--- src/rtl/integer_dot_row_sequencer.sv ---
// Streams matrix rows beat-by-beat from operand memory into a dot-product unit
// and collects one result per row, keeping at most one row in flight.
module integer_dot_row_sequencer #(
   parameter int BITS    = 16,
   parameter int WIDTH   = 30,
   parameter int MULTS   = 3,
   parameter int ROWS    = 8,
   parameter int TIMEOUT = 64
) (
   input  logic                             clk,
   input  logic                             rstn,
   input  logic                             start,
   input  logic [$clog2(ROWS):0]            num_rows,
   output logic                             busy,
   output logic                             done,
   output logic                             error,
   output logic                             mem_rd_en,
   output logic [$clog2(ROWS)-1:0]          mem_row,
   output logic [$clog2(WIDTH/MULTS)-1:0]   mem_beat,
   input  logic [BITS*MULTS-1:0]            mem_vec_a,
   input  logic [BITS*MULTS-1:0]            mem_vec_b,
   output logic                             dp_in_valid,
   output logic [BITS*MULTS-1:0]            dp_vector_a,
   output logic [BITS*MULTS-1:0]            dp_vector_b,
   input  logic                             dp_out_valid,
   input  logic [BITS-1:0]                  dp_c,
   output logic                             res_valid,
   output logic [$clog2(ROWS)-1:0]          res_row,
   output logic [BITS-1:0]                  res_data
);

   localparam int LENGTH = WIDTH / MULTS;
   localparam int RW     = $clog2(ROWS);
   localparam int CW     = RW + 1;
   localparam int BW     = $clog2(LENGTH);
   localparam int TW     = $clog2(TIMEOUT + 1);

   localparam logic [CW-1:0] ROWS_C    = CW'(ROWS);
   localparam logic [BW-1:0] LAST_BEAT = BW'(LENGTH - 1);
   localparam logic [TW-1:0] TIMEOUT_C = TW'(TIMEOUT);

   typedef enum logic [1:0] {IDLE, ISSUE, WAIT, DONE} state_t;

   state_t          state_reg, state_next;
   logic [CW-1:0]   rows_reg, rows_next;
   logic [RW-1:0]   row_reg, row_next;
   logic [BW-1:0]   beat_reg, beat_next;
   logic [TW-1:0]   timer_reg, timer_next;
   logic [TW-1:0]   timer_inc;
   logic            error_reg, error_next;
   logic            done_reg;
   logic            dp_in_valid_reg;
   logic            res_valid_reg, res_valid_next;
   logic [RW-1:0]   res_row_reg, res_row_next;
   logic [BITS-1:0] res_data_reg, res_data_next;
   logic            last_row;

   // Operand data is forwarded lane by lane without registering.
   genvar gi;
   generate
      for (gi = 0; gi < MULTS; gi++) begin : g_lane
         assign dp_vector_a[gi*BITS +: BITS] = mem_vec_a[gi*BITS +: BITS];
         assign dp_vector_b[gi*BITS +: BITS] = mem_vec_b[gi*BITS +: BITS];
      end
   endgenerate

   assign last_row  = (({1'b0, row_reg} + CW'(1)) == rows_reg);
   assign timer_inc = timer_reg + TW'(1);

   always_ff @(posedge clk) begin
      if (!rstn) begin
         state_reg       <= IDLE;
         rows_reg        <= '0;
         row_reg         <= '0;
         beat_reg        <= '0;
         timer_reg       <= '0;
         error_reg       <= 1'b0;
         done_reg        <= 1'b0;
         dp_in_valid_reg <= 1'b0;
         res_valid_reg   <= 1'b0;
         res_row_reg     <= '0;
         res_data_reg    <= '0;
      end else begin
         state_reg       <= state_next;
         rows_reg        <= rows_next;
         row_reg         <= row_next;
         beat_reg        <= beat_next;
         timer_reg       <= timer_next;
         error_reg       <= error_next;
         done_reg        <= (state_reg == DONE);
         dp_in_valid_reg <= mem_rd_en;
         res_valid_reg   <= res_valid_next;
         res_row_reg     <= res_row_next;
         res_data_reg    <= res_data_next;
      end
   end

   always_comb begin
      state_next     = state_reg;
      rows_next      = rows_reg;
      row_next       = row_reg;
      beat_next      = beat_reg;
      timer_next     = timer_reg;
      error_next     = error_reg;
      res_valid_next = 1'b0;
      res_row_next   = res_row_reg;
      res_data_next  = res_data_reg;

      case (state_reg)
         IDLE: begin
            if (start) begin
               error_next = 1'b0;
               rows_next  = (num_rows > ROWS_C) ? ROWS_C : num_rows;
               row_next   = '0;
               beat_next  = '0;
               timer_next = '0;
               state_next = (num_rows == '0) ? DONE : ISSUE;
            end
         end
         ISSUE: begin
            if (beat_reg == LAST_BEAT) begin
               beat_next  = '0;
               timer_next = '0;
               state_next = WAIT;
            end else begin
               beat_next = beat_reg + BW'(1);
            end
         end
         WAIT: begin
            // A result arriving on the final timer cycle still wins over the timeout.
            if (dp_out_valid) begin
               res_valid_next = 1'b1;
               res_row_next   = row_reg;
               res_data_next  = dp_c;
               if (last_row) begin
                  state_next = DONE;
               end else begin
                  row_next   = row_reg + RW'(1);
                  beat_next  = '0;
                  state_next = ISSUE;
               end
            end else if (timer_inc == TIMEOUT_C) begin
               error_next = 1'b1;
               state_next = DONE;
            end else begin
               timer_next = timer_inc;
            end
         end
         DONE: begin
            state_next = IDLE;
         end
         default: begin
            state_next = IDLE;
         end
      endcase
   end

   assign busy        = (state_reg != IDLE);
   assign done        = done_reg;
   assign error       = error_reg;
   assign mem_rd_en   = (state_reg == ISSUE);
   assign mem_row     = mem_rd_en ? row_reg : '0;
   assign mem_beat    = mem_rd_en ? beat_reg : '0;
   assign dp_in_valid = dp_in_valid_reg;
   assign res_valid   = res_valid_reg;
   assign res_row     = res_row_reg;
   assign res_data    = res_data_reg;

endmodule

--- config.mk ---
export PLATFORM = sky130hd
export DESIGN_NAME = integer_dot_row_sequencer
export DESIGN_NICKNAME = d
export VERILOG_FILES = /design/src/rtl/integer_dot_row_sequencer.sv
export SDC_FILE = /design/constraint.sdc
export NUM_CORES = 1
export LEC_CHECK = 0
export CORE_AREA = 4 4 93 95
export DETAILED_ROUTE_END_ITERATION = 10
export DIE_AREA = 0 0 97 99
export DONT_BUFFER_PORTS = 1
export GPL_ROUTABILITY_DRIVEN = 0
export PLACE_DENSITY = 0.47
export SYNTH_ARGS = -nofsm -noshare
export SYNTH_HDL_FRONTEND = slang
export SYNTH_SLANG_ARGS = --single-unit
--- constraint.sdc ---
create_clock -name clk -period 2.5 [get_ports clk]
set_input_delay 0.125 -clock clk [delete_from_list [all_inputs] [get_ports clk]]
set_output_delay 0.125 -clock clk [all_outputs]
set_load 0.05 [all_outputs]
==> metrics.yaml <==
cts_root_buf: "clkbuf_8"
vias: 1812
hold_viol_final: 0
yosysTopAreaCell: "dfxtp_1"
ant_nets: 0
crit_required_ps: 2380
fin_setup_tns_ps: 0
fmax_mhz: 469.7
reg2reg_depth: 6
grt_max_degree: 41
ys_seq_elements: 43
initial_utilization: 0.3620
synth_adder_area_share: 0.01789
std_cell_rows: 32
clockPowerShare: 0.314
seq_area_frac_synth: 0.3077
synth_warnings: 0
final_cell_mix: "nand2_1, dfxtp_1, a21boi_0, dlygate4sd3_1, nor2_1"
via_per_inst: 4.951
regToRegStartpoint: "timer_reg[0]"
slew_headroom: 0.6404
min_period_ps: 2129
p_per_area_nw_per_um2: 567.2
drv_cap: 0
worst_slew_pin_slew_ps: 538.7
grt_pass1_wl_um: 10140
setup_viol: 0
cp_num_buf_inv: 2
diodes: 0
crit_path_top_delay_cell: "dfxtp_1"
yosys-top-cells-area: "dfxtp_1, buf_4, nand2_1"
p_leak_nw: 0.8723
worstSetupEndpointType: "primary output"
synth_top_area_frac: 0.3077
routedWlPerCell_um: 17.36
finClkSkew_ps: 7.574
antenna_found_initial: 0
rrSetupSlack_ps: 550
core_um2: 7727
cts_buffer_depth: 2
overflow: 0
p_int_mw: 0.9801
p_sw_frac: 0.2972
synth_enable_flop_cells: 0
period_share: 0.8516
grtUsageMet1: 0.1443
rr_endpoint: "timer_reg[6]"
clkLatencyLatePin_ps: 290
min_delay_path_depth: 1
endpoint: "mem_beat[0]"
synth_nets: 466
htreeDepth: 2
fp.dieH_um: 99
numCtsBuffers: 5
drive_gt1_frac: 0.08333
track_usage: 0.1313
layout.nets: 387
path_clk_slew_ps: 90
dieArea_um2: 9603
syn_inst: 342
synth_top_family_by_area: "buffers and inverters"
ios: 248
port_buffers: 0
dp_hpwl_um: 4414
pwr-share-comb: 0.142
synthSimpleGateAreaFrac: 0.2169
grt_use_met2: 0.2166
synth_area_um2: 2798
largest_register_ff_count: 16
met3_usage: 0.03468
cts_sinks: 43
finalWirelength_um: 6355
crit_chain: "nand2b_1 -> inv_1 -> buf_4 -> and2_1"
synth-main-ff-cell: "dfxtp_1"
drt_first_iter_violations: 44
ir_worst_vdd_uv: 206.1
path_depth: 4
drtPass1Iterations: 4
synthMuxAreaShare: 0.01118
route.detailed.drc: 0
synth-compound-area-share: 0.1498
rsz0062_at_grt: "false"
path_class: "flop to primary output"
area_growth_pct: -12.12
synthArstFlopShare: 0
cp-startpoint: "state_reg[0]"
synth_cell_types: 49
cts_tree: "built"
crit_arrival_ps: 2000
final_common_cell: "nand2_1"
die_x_um: 97
timing.hold.ws_ps: 31.67
hp-class: "primary input to flop"
post_cts_buffers: 0
avgSynthCellArea_um2: 8.180
p_seq_frac: 0.544
cp-start-kind: "flop"
switchingPower_mw: 0.4145
grt_pass1_vias: 1800
status: "complete, no violations"
worst_path_largest_cell_delay_ps: 550
slew_violations: 0
synthXorXnorAreaFrac: 0.01252
path_delay_family: "simple AND/OR/NAND/NOR gates"
crit_path_max_fanout: 14
grt_busiest_layer: "met2"
-- what timing repair did --
item,CTS,global route
resized for setup,0,0
hold endpoints to repair,38,0
hold buffers,18,0
-- layout make-up --
type	instances	area, µm²
tap	102	127.6
clock inverter	2	12.51
clock buffer	6	72.57
timing repair buffer	23	227.7
multi-input combinational	186	1142
fill	817	5269
inverter	4	15.01
sequential	43	860.8
-- stage by stage --
| stage | instance area, µm² | setup WS [ps] | utilization | power [mW] | std cells |
|---|---|---|---|---|---|
| final | 2459 | 371.0 | 0.3182 | 1.395 | 366 |
| after global routing | 2459 | 216.3 | 0.3182 | 1.473 | 366 |
| after CTS | 2459 | 364.4 | 0.3182 | 1.419 | 366 |
| after detailed placement | 2183 | 574.3 | 0.2825 | 0.9396 | 340 |
| after global placement | 2183 | 617.4 | 0.2825 | 0.9388 | 340 |
| after floorplan | 2798 | 729.7 | - | 1.323 | 342 |
-- synth_stat cells, types with 5 or more instances --
master / count
dfxtp_1: 43
a21boi_0: 20
a21oi_1: 8
nor2_1: 15
nor2b_1: 10
nand2_1: 49
nand3_1: 5
buf_4: 96
o21ai_0: 9
clkbuf_1: 10
and2_1: 7
-- worst register-to-register path: cells and delay by family, from the launching register on --
family,cells,cell delay [ps]
AO/OA/AOI/OAI,2,490
flip-flops,1,440
XOR/XNOR,1,100
AND/OR/NAND/NOR,2,540
adder cells (fa/ha/maj),1,290
-- power groups by stage --
stage	Clock [mW]	Sequential [mW]	Combinational [mW]
final	0.438	0.758	0.198
after global routing	0.488	0.763	0.221
after CTS	0.461	0.759	0.200
after detailed placement	0	0.775	0.165
after global placement	0	0.774	0.165
after floorplan	0	0.761	0.562
-- how the worst min path moves through the flow --
stage                   from               to  slack [ps]
3_5_place_dp   mem_vec_b[10]  dp_vector_b[10]         250
6_report                rstn             done          30
2_1_floorplan       dp_c[10]     res_data[10]         270
3_3_place_gp   mem_vec_b[10]  dp_vector_b[10]         250
4_1_cts                 rstn             done          10
5_1_grt                 rstn             done          20
-- cells by family (layout without fill, tap and decap cells) --
kind of cell / Yosys count / count (layout)
AOI/OAI and AO/OA: 58 / 58
xor gates and xnor gates: 4 / 4
adders and majority gates: 4 / 4
buffers and inverters: 113 / 35
DFF: 43 / 43
muxes: 3 / 3
and+or+nand+nor: 117 / 117
-- per-layer routing --
| layer | vias to the layer above | share of wire |
|---|---|---|
| met1 | 807 | 0.41 |
| li1 | 880 | - |
| met3 | 53 | 0.068 |
| met5 | - | 0 |
| met2 | 72 | 0.46 |
| met4 | 0 | 0.068 |
(Power assumes the default switching activity.)
